$ cat src/rtl/performance_counter_op.sv
`default_nettype none
//==============================================================================
// Module   : performance_counter_op
// Brief    : Per-operation latency monitor for one NAND operation type.
//            Measures start-to-end latency of each operation and accumulates
//            sum, maximum, success count, failure count and dropped-completion
//            count over a software-sized window. When the window completes it
//            presents a stable snapshot (o_ready) until the host signals that
//            the copy is complete, then clears and starts a new window.
// Revision : 1.0 - initial release
//==============================================================================
module performance_counter_op #(
  parameter int LAT_WD  = 16,
  parameter int SUM_WD  = 32,
  parameter int REQ_WD  = 12,
  parameter int CFG_WD  = 32,
  parameter int CFG_LSB = 10
) (
  input  logic              i_bus_clk,
  input  logic              i_bus_rst,
  input  logic [CFG_WD-1:0] i_config,
  input  logic              i_op_start,
  input  logic              i_op_end,
  input  logic              i_op_fail,
  input  logic              i_cp_cmplt,
  output logic [SUM_WD-1:0] o_lat_sum,
  output logic [LAT_WD-1:0] o_lat_max,
  output logic [REQ_WD-1:0] o_req_cnt,
  output logic [REQ_WD-1:0] o_fail_cnt,
  output logic [REQ_WD-1:0] o_drop_cnt,
  output logic              o_sum_sat,
  output logic              o_busy,
  output logic              o_ready
);

  //--------------------------------------------------------------------------
  // State encoding and constants
  //--------------------------------------------------------------------------
  typedef enum logic [1:0] {
    ST_IDLE  = 2'd0,
    ST_ACCUM = 2'd1,
    ST_DONE  = 2'd2,
    ST_CLEAR = 2'd3
  } state_t;

  localparam logic [LAT_WD-1:0] C_LAT_ONES = {LAT_WD{1'b1}};
  localparam logic [SUM_WD-1:0] C_SUM_ONES = {SUM_WD{1'b1}};
  localparam logic [LAT_WD-1:0] C_LAT_ONE  = LAT_WD'(1);
  localparam logic [REQ_WD-1:0] C_REQ_ONE  = REQ_WD'(1);
  localparam int                C_EXT_WD   = SUM_WD + 1 - LAT_WD;

  // Saturating +1 shared by the success, failure and drop counters.
  function automatic logic [REQ_WD-1:0] f_sat_inc(input logic [REQ_WD-1:0] v);
    return (&v) ? v : (v + C_REQ_ONE);
  endfunction

  //--------------------------------------------------------------------------
  // Registers
  //--------------------------------------------------------------------------
  state_t              r_state;
  logic                r_busy;
  logic [LAT_WD-1:0]   r_lat;
  logic [SUM_WD-1:0]   r_lat_sum;
  logic [LAT_WD-1:0]   r_lat_max;
  logic [REQ_WD-1:0]   r_req_cnt;
  logic [REQ_WD-1:0]   r_fail_cnt;
  logic [REQ_WD-1:0]   r_drop_cnt;
  logic                r_sum_sat;
  logic                r_ready;

  //--------------------------------------------------------------------------
  // Combinational signals
  //--------------------------------------------------------------------------
  state_t              w_state_nxt;
  logic [REQ_WD-1:0]   w_window;
  logic                w_end_vld;
  logic                w_lat_at_max;
  logic [LAT_WD-1:0]   w_sample;
  logic                w_clear;
  logic                w_acc_en;
  logic                w_drop_en;
  logic                w_lat_sat_evt;

  logic [SUM_WD-1:0]   w_sum_base;
  logic [LAT_WD-1:0]   w_max_base;
  logic [REQ_WD-1:0]   w_req_base;
  logic [REQ_WD-1:0]   w_fail_base;
  logic [REQ_WD-1:0]   w_drop_base;
  logic                w_sat_base;
  logic [SUM_WD:0]     w_sum_ext;

  logic [SUM_WD-1:0]   w_sum_nxt;
  logic [LAT_WD-1:0]   w_max_nxt;
  logic [REQ_WD-1:0]   w_req_nxt;
  logic [REQ_WD-1:0]   w_fail_nxt;
  logic [REQ_WD-1:0]   w_drop_nxt;
  logic                w_sat_nxt;

  // Only the window field of the config word is used; the remaining bits
  // belong to other counters sharing the same register.
  logic                w_cfg_unused;

  assign w_window     = i_config[CFG_LSB +: REQ_WD];
  assign w_cfg_unused = ^i_config;

  // An end pulse only counts when an operation is actually in flight.
  assign w_end_vld    = i_op_end & r_busy;
  assign w_lat_at_max = (r_lat == C_LAT_ONES);

  // Sample covers the cycle of the end pulse itself, so it is r_lat+1.
  assign w_sample     = w_lat_at_max ? C_LAT_ONES : (r_lat + C_LAT_ONE);

  assign w_clear      = (r_state == ST_CLEAR);
  assign w_acc_en     = w_end_vld & (r_state != ST_DONE);
  assign w_drop_en    = w_end_vld & (r_state == ST_DONE);

  // Latency saturation marks the window, but never disturbs a held snapshot.
  assign w_lat_sat_evt = r_busy & w_lat_at_max & (r_state != ST_DONE);

  //--------------------------------------------------------------------------
  // Latency measurement: busy flag and per-operation cycle counter
  //--------------------------------------------------------------------------
  // Start always (re)loads the counter; the end of the current op is handled
  // by the accumulator in the same cycle, so start+end keeps busy high.
  always_ff @(posedge i_bus_clk or posedge i_bus_rst) begin
    if (i_bus_rst) begin
      r_busy <= 1'b0;
      r_lat  <= '0;
    end else if (i_op_start) begin
      r_busy <= 1'b1;
      r_lat  <= '0;
    end else if (w_end_vld) begin
      r_busy <= 1'b0;
      r_lat  <= '0;
    end else if (r_busy && !w_lat_at_max) begin
      r_lat  <= r_lat + C_LAT_ONE;
    end
  end

  //--------------------------------------------------------------------------
  // Window state machine: state register
  //--------------------------------------------------------------------------
  // Holds the window phase; reset drops any partially built window.
  always_ff @(posedge i_bus_clk or posedge i_bus_rst) begin
    if (i_bus_rst) begin
      r_state <= ST_IDLE;
    end else begin
      r_state <= w_state_nxt;
    end
  end

  //--------------------------------------------------------------------------
  // Window state machine: next-state logic
  //--------------------------------------------------------------------------
  // Completion compares against the registered count (one cycle of lag);
  // a zero window never completes.
  always_comb begin
    w_state_nxt = r_state;
    case (r_state)
      ST_IDLE: begin
        if (i_op_start) begin
          w_state_nxt = ST_ACCUM;
        end
      end
      ST_ACCUM: begin
        if ((w_window != '0) && (r_req_cnt == w_window)) begin
          w_state_nxt = ST_DONE;
        end
      end
      ST_DONE: begin
        if (i_cp_cmplt) begin
          w_state_nxt = ST_CLEAR;
        end
      end
      ST_CLEAR: begin
        w_state_nxt = ST_IDLE;
      end
      default: begin
        w_state_nxt = ST_IDLE;
      end
    endcase
  end

  //--------------------------------------------------------------------------
  // Accumulator next values
  //--------------------------------------------------------------------------
  // CLEAR zeroes the base first so a completion landing in that cycle becomes
  // the first sample of the new window (clear then add).
  always_comb begin
    w_sum_base  = w_clear ? '0   : r_lat_sum;
    w_max_base  = w_clear ? '0   : r_lat_max;
    w_req_base  = w_clear ? '0   : r_req_cnt;
    w_fail_base = w_clear ? '0   : r_fail_cnt;
    w_drop_base = w_clear ? '0   : r_drop_cnt;
    w_sat_base  = w_clear ? 1'b0 : r_sum_sat;

    w_sum_ext   = {1'b0, w_sum_base} + {{C_EXT_WD{1'b0}}, w_sample};

    w_sum_nxt   = w_sum_base;
    w_max_nxt   = w_max_base;
    w_req_nxt   = w_req_base;
    w_fail_nxt  = w_fail_base;
    w_drop_nxt  = w_drop_base;
    w_sat_nxt   = w_sat_base | w_lat_sat_evt;

    if (w_acc_en) begin
      if (i_op_fail) begin
        w_fail_nxt = f_sat_inc(w_fail_base);
      end else begin
        if (w_sum_ext[SUM_WD]) begin
          w_sum_nxt = C_SUM_ONES;
          w_sat_nxt = 1'b1;
        end else begin
          w_sum_nxt = w_sum_ext[SUM_WD-1:0];
        end
        if (w_sample > w_max_base) begin
          w_max_nxt = w_sample;
        end
        w_req_nxt = f_sat_inc(w_req_base);
      end
    end

    if (w_drop_en) begin
      w_drop_nxt = f_sat_inc(w_drop_base);
    end
  end

  //--------------------------------------------------------------------------
  // Accumulator registers
  //--------------------------------------------------------------------------
  // Window statistics; only the drop counter may move while DONE is held.
  always_ff @(posedge i_bus_clk or posedge i_bus_rst) begin
    if (i_bus_rst) begin
      r_lat_sum  <= '0;
      r_lat_max  <= '0;
      r_req_cnt  <= '0;
      r_fail_cnt <= '0;
      r_drop_cnt <= '0;
      r_sum_sat  <= 1'b0;
    end else begin
      r_lat_sum  <= w_sum_nxt;
      r_lat_max  <= w_max_nxt;
      r_req_cnt  <= w_req_nxt;
      r_fail_cnt <= w_fail_nxt;
      r_drop_cnt <= w_drop_nxt;
      r_sum_sat  <= w_sat_nxt;
    end
  end

  //--------------------------------------------------------------------------
  // Snapshot-ready flag
  //--------------------------------------------------------------------------
  // Registered copy of "in DONE": rises one cycle after entering DONE and
  // falls one cycle after leaving it.
  always_ff @(posedge i_bus_clk or posedge i_bus_rst) begin
    if (i_bus_rst) begin
      r_ready <= 1'b0;
    end else begin
      r_ready <= (r_state == ST_DONE);
    end
  end

  //--------------------------------------------------------------------------
  // Outputs
  //--------------------------------------------------------------------------
  assign o_lat_sum  = r_lat_sum;
  assign o_lat_max  = r_lat_max;
  assign o_req_cnt  = r_req_cnt;
  assign o_fail_cnt = r_fail_cnt;
  assign o_drop_cnt = r_drop_cnt;
  assign o_sum_sat  = r_sum_sat;
  assign o_busy     = r_busy;
  assign o_ready    = r_ready;

endmodule
`default_nettype wire

$ cat config.mk
export PLATFORM = sky130hd
export DESIGN_NAME = performance_counter_op
export DESIGN_NICKNAME = d
export VERILOG_FILES = /design/src/rtl/performance_counter_op.sv
export SDC_FILE = /design/constraint.sdc
export NUM_CORES = 1
export LEC_CHECK = 0
export CAP_MARGIN = 5
export CORE_MARGIN = 4
export CORE_UTILIZATION = 40
export DETAILED_ROUTE_END_ITERATION = 10
export PLACE_DENSITY = 0.64
export SYNTH_ARGS = -nofsm -noshare
export SYNTH_HDL_FRONTEND = slang
export SYNTH_SLANG_ARGS = --single-unit
$ cat constraint.sdc
create_clock -name i_bus_clk -period 4.6 [get_ports i_bus_clk]
set_input_delay 1.15 -clock i_bus_clk [delete_from_list [all_inputs] [get_ports i_bus_clk]]
set_output_delay 1.15 -clock i_bus_clk [all_outputs]
set_load 0.03 [all_outputs]
Word-level counts from Yosys, hierarchy flattened
Index checks and enable logic that the tools add are counted.
{ "op_classes": {"add_sub_neg": 5, "mul": 0, "div_mod_pow": 0, "n_lt_le_gt_ge": 1, "eq_ne": 9, "n_shift": 0, "mux": 33, "bitwise_logic": 6, "n_reduce_logical": 11} }
{ "ops": {"columns": ["operator", "n"], "rows": [
  ["2-to-1 mux 12 bit", 11],
  ["2-to-1 mux 16 bit", 8],
  ["2-to-1 mux 32 bit", 4],
  ["adder 12 x 1 -> 12 bit, second input constant", 3],
  ["AND reduction 12 bit", 3],
  ["adder 32 x 16 -> 33 bit", 1],
  ["adder 16 x 1 -> 16 bit, second input constant", 1],
  ["== test 16 bit, second input constant", 1],
  ["greater-than comparator 16 bit", 1],
  ["== test 12 bit", 1],
  ["nonzero test 12 bit", 1],
  ["!= test 2 bit, second input constant", 4],
  ["one-hot mux 2 bit (4 select lines)", 1],
  ["2-to-1 mux 1 bit", 6],
  ["2-to-1 mux 2 bit", 3],
  ["bitwise AND 1 bit", 5],
  ["== test 2 bit, second input constant", 2],
  ["AND reduction 3 bit", 1],
  ["nonzero test 3 bit", 1],
  ["== test 2 x 1 -> 1 bit, second input constant", 1],
  ["logical AND 1 bit", 2],
  ["logical NOT 2 bit", 1],
  ["nonzero test 2 bit", 1],
  ["logical NOT 1 bit", 1],
  ["OR 1 bit", 1]
]} }
{ "word_totals": {"reg_bits": 105, "latch_bits": 0, "ram_bits": 0, "mem_bits_ro": 0, "in_bits": 38, "output_inout_bits": 87, "elab_cells": 75, "n_memories": 0} }

Logic depth before layout (Yosys ltp)
{ "depth": {"word_depth": 7, "ltp_mapped": 19, "ltp_nobuf": 17} }

Worst setup path before layout
No wires, ideal clock.
{ "synth_path": {"path_kind": "reg2reg", "start": "register r_state[0]", "end": "register r_lat_sum[19] (netlist: o_lat_sum[19])", "setup_ps": 124, "t_arrival_ps": 3862, "required_ps": 4476, "setup_slack_ps": 615, "stages_incl_launch_ff": 18, "n_path_buf": 4, "period_less_slack_ps": 3985, "cell_sequence": "dfrtp_1 -> ha_1 -> buf_2 -> buf_1 -> clkbuf_1 -> clkbuf_1 -> nor2b_1 -> ha_1 -> ha_1 -> o2bb2ai_1 -> a21oi_1 -> o221ai_1 -> and4b_4 -> nor4_2 -> o31ai_4 -> a21o_2 -> nand2_1 -> a211o_1"} }
{ "synth_between": {"elab_chain_cells": 6, "elab_cells_between_ends": 8, "classes_between": "1 x add/sub; 2 x eq/ne; 4 x mux; 1 x bitwise"} }
{ "synth_rtl": {"columns": ["element", "line", "text"], "rows": [
  ["start, declared", "60", "state_t r_state;"],
  ["start signal, assigned", "148", "r_state <= w_state_nxt;"],
  ["== test 2 bit", "113", "assign w_clear = (r_state == ST_CLEAR);"],
  ["2-to-1 mux 32 bit", "190", "w_sum_base = w_clear ? '0 : r_lat_sum;"],
  ["adder 32 x 16 -> 33 bit", "197", "w_sum_ext = {1'b0, w_sum_base} + {{C_EXT_WD{1'b0}}, w_sample};"],
  ["2-to-1 mux 32 bit", "210", "if (w_sum_ext[SUM_WD]) begin"],
  ["2-to-1 mux 32 bit", "207", "if (i_op_fail) begin"],
  ["2-to-1 mux 32 bit (*)", "206", "if (w_acc_en) begin"],
  ["via w_sum_nxt[19]", "92", "logic [SUM_WD-1:0] w_sum_nxt;"],
  ["end signal, assigned", "241", "r_lat_sum <= w_sum_nxt;"],
  ["end, declared", "63", "logic [SUM_WD-1:0] r_lat_sum;"]
]} }
Mark *: on every way through the listed nets, which the timed path passes. The rest lies on a longest branch.
A chain may end at the register's enable or synchronous reset.

Worst setup path in the final report
{ "layout_path": {"start": "register r_lat[0]", "end": "register r_lat_sum[28] (netlist: o_lat_sum[28])"} }
{ "layout_between": {"elab_chain_cells": 6, "elab_cells_between_ends": 7, "classes_between": "2 x add/sub; 1 x eq/ne; 4 x mux"} }
{ "layout_rtl": {"columns": ["element", "line", "text"], "rows": [
  ["start, declared", "62", "logic [LAT_WD-1:0] r_lat;"],
  ["start signal, assigned", "136", "r_lat <= r_lat + C_LAT_ONE;"],
  ["adder 16 x 1 -> 16 bit or == test 16 bit (tied branches)", "111, 108", null],
  ["2-to-1 mux 16 bit (*)", "111", "assign w_sample = w_lat_at_max ? C_LAT_ONES : (r_lat + C_LAT_ONE);"],
  ["adder 32 x 16 -> 33 bit (*)", "197", null],
  ["2-to-1 mux 32 bit (*)", "210", null],
  ["2-to-1 mux 32 bit (*)", "207", null],
  ["2-to-1 mux 32 bit (*)", "206", null],
  ["via w_sum_nxt[28]", "92", null]
]} }
Marked as above.

==> impl_results.md <==
* Status: complete, no violations
* Wire per inst at 16.9 um
* Die width at about 140 um
* Highest-delay cell along the critical path: or4_1
* WHS Path Cells at 2
* Clock latency at the later pin of the worst-skew pair at 0.36 ns
* Fmax at 0.234 GHz
* HP Class: reg -> reg
* Worst slack at placement at approximately 0.23 ns
* Pwr Density at 310 nW/um^2
* CTS tree: done
* Area delta synth->final at 22.9%
* End of the worst hold path: o_sum_sat
* Clock-pin slew on the worst setup and hold paths at 0.08 ns
* Initial antenna violation count at 0
* Row Count at between 40 and 50
* Post-synth EDFFs at 0
* Max clock buf depth at 2
* Hold Startpoint: o_sum_sat
* Sink Count at approximately 110
* Final wirelength at 20.2 mm
* Busiest grt layer: met2
* Vias in the first global route at 6090
* Number of port buffers at 104
* First-pass DRT Iterations at 5
* Max-slew headroom at 0.295
* DP Wirelength at around 15 mm
* Final Skew at between 0.008 and 0.009 ns
* CORE AREA at about 18000 sq um
* Synth warnings at 0
* FF-to-FF setup slack at between 0.3 and 0.4 ns
* Maxcap violations at 0
* VDD IR max at between 0.0002 and 0.00025 V
* Drt first-iter violations at 463
* Clk pwr share at 0.306
* Placed insts at about 1.2k
* Net Count, Synth at around 930
* Main synth FF type: dfrtp_1
* Grt met3 use at 0.0238
* Initial Util at 0.410
* Chip Height at approximately 140 um
* FF-to-FF path depth at 16
* DR vias at 6662
* First-pass GRT wire length at about 32 mm
* Final setup margin at approximately 0.33 ns
* Largest net degree at the start of global routing at between 60 and 70
* GPL Wtd Cong at between 0.9 and 1
* CP required at between 4 and 5 ns
* Hold Slack at 0.524 ns
* Vias per cell at around 5.6
* Top cell type's share of synthesized area at 0.354
* Met1 Usage GRT at 0.287
* Yosys cell types at approximately 80
* Most frequent CP cell: ha_1
* Fin crit period at between 4 and 5 ns
* Asr flop ratio synth at 1.00
* Sw frac at 0.359
* Top post-synthesis cells by area: dfrtp_1 (35%), nand2_1 (5.2%), ha_1 (4.7%)
* Htree depth at 3
* Reg-to-Reg End: o_lat_sum[28]
* Yosys top cell by area: dfrtp_1
* RSZ-0062 raised after global routing: no
* CP Buf/Inv Count at 1
* Num CTS Buffers at 9
* CTS root buffer: clkbuf_16
* Type of the worst setup path: reg -> reg
* ANT cells at 0
* Cells after synthesis at between 800 and 900
* GRT Util Overall at 0.194
* Mapped cell area at 7420 sq um
* Setup TNS at 0 ns
* Pint at roughly 0.0018 W
* Overflow after GRT at 0
* Combinational share of power at 0.315
* RR Startpoint: r_lat[0]
* Sequential power share at 0.379
* Seq/Total Area, Yosys at 0.354
* Worst path max stage delay at 0.61 ns
* Critical path cell sequence: ha_1 -> nand3_1 -> or4_1 -> nand2_1 -> ha_2 -> ha_1 -> o2bb2ai_1 -> a21oi_1 -> o221ai_1 -> and4b_4 -> nor4_4 -> o31ai_4 -> buf_4 -> a211oi_2 -> xnor2_1 -> o21ai_1
* Met2 Resource Use GR at 0.300
* WP data arrival at approximately 4.5 ns
* CP max FO at 7
* Period utilization at 0.927
* Ports at about 130
* Hold Fails Final Rpt at 0
* CP top delay family: simple AND/OR/NAND/NOR gates
* CP endpoint kind: register
* Slew @ Worst Pin at 1.05 ns
* Final non-filler cell total at 1194
* Layout cell share with drive strength beyond 1 at 0.0819
* Design Power at about 0.0028 W
* Leakage power at between 3 and 4 nW
* Final Setup Violations at 0
* Syn Area/Cell at between 8 and 9 sq um
* Fin. max-slew vios at 0
* P_sw at 0.00101 W
* Die area at 20800 sq um
* Post-route ant nets at 0
* # hold bufs at CTS at 0
* Synth Register Bits at ~110
* Nets at 1026
* DRC at 0
* Critical Path Source Type: register
## kinds of logic after synthesis
logic type               count (synthesis)  synth area share
AND/OR/NAND/NOR                        383             0.265
AO/OA/AOI/OAI                          166             0.157
flip-flops                             105             0.354
XOR/XNOR                                74            0.0874
buffers and inverters                   72            0.0418
adder cells (fa/ha/maj)                 32            0.0528
multiplexers                            30            0.0420
## Yosys cell counts (5+ instances only)
cell	instances
mux2_2	9
nand3_1	40
a31oi_1	9
nor4_1	13
and2_1	8
o211ai_1	6
o21ai_0	45
nand4_1	14
xor2_1	34
nor2_1	75
buf_2	12
and3_1	10
nor2b_1	45
and4_1	8
a211oi_1	6
inv_1	27
a21oi_1	31
or3_1	8
o221ai_1	5
dfrtp_1	105
xnor2_1	40
nand2_1	103
mux2i_1	21
nand2b_1	10
nor3_1	26
clkbuf_1	25
ha_1	28
## per-stage QoR
| step | area (sq um) | util |
|---|---|---|
| detailed placement | 8760 | 0.485 |
| global placement | 8760 | 0.485 |
| finish | 9120 | 0.504 |
| global route | 9120 | 0.504 |
| CTS | 9090 | 0.503 |
| floorplan | 7420 | - |
## worst register-to-register path: cells and delay by family, from the launching register on
| family | cells | cell delay, ns |
|---|---|---|
| AND/OR/NAND/NOR | 5 | 1.58 |
| AO/OA/AOI/OAI | 6 | 0.93 |
| adder cells (fa/ha/maj) | 3 | 0.85 |
| flip-flops | 1 | 0.45 |
| buffers and inverters | 1 | 0.18 |
| XOR/XNOR | 1 | 0.15 |
## routing by layer
metal | share of wire | vias to the layer above
li1 | - | 3282
met1 | 0.48 | 3176
met2 | 0.45 | 177
met3 | 0.051 | 27
met4 | 0.017 | 0
met5 | 0 | -
## cell usage in the layout (no fill, tap or decap), drive strengths merged, types with 9 or more instances in the layout
cell and count:
xor2 34, mux2 9, dfrtp 105, nor2 75
o21ai 51, nand2 103, and3 10, clkdlybuf4s50 104
inv 30, a21oi 33, a31oi 10, ha 28
buf 26, xnor2 40, nor4 15, nor3 28
nand4 16, nor2b 45, nand2b 10, nand3 40
mux2i 21, a211oi 9, clkbuf 10
## worst max-delay path by stage
stage / to / cells past startpoint / startpoint
2_1_floorplan: o_lat_sum[19] / 17 / r_state[0]
3_3_place_gp: o_lat_sum[11] / 16 / r_lat[0]
3_5_place_dp: o_lat_sum[11] / 16 / r_lat[0]
4_1_cts: o_lat_sum[11] / 16 / r_lat[0]
5_1_grt: o_lat_sum[28] / 20 / r_lat[0]
6_report: o_lat_sum[28] / 16 / r_lat[0]
## state kept, by name (all words and copies together) (netlist names)
signal and flops:
o_busy 1, o_drop_cnt 12, o_fail_cnt 12, o_lat_max 16, o_lat_sum 32, o_ready 1, o_req_cnt 12, o_sum_sat 1
r_lat 16, r_state 2
## area by class of cell
class                           count  area (sq um)
Clock buffer                       10           229
Clock inverter                      6          97.6
Fill cell                        1735          8970
Inverter                           29           116
Multi-Input combinational cell    685          4500
Sequential cell                   105          2630
Tap cell                          229           287
Timing Repair Buffer              130          1260
## power by group through the flow
stage	clock, W	sequential (W)	combinational, W
global route	0.000931	0.00108	0.000978
floorplan	0	0.00119	0.000467
detailed placement	0	0.00109	0.000884
CTS	0.000888	0.00107	0.000890
global placement	0	0.00109	0.000867
finish	0.000864	0.00107	0.000889
## repair_timing
item                       CTS  global route
setup buffers                0             2
gates resized for setup      0             2
setup endpoints to repair    0            15
(Power assumes the default switching activity.)
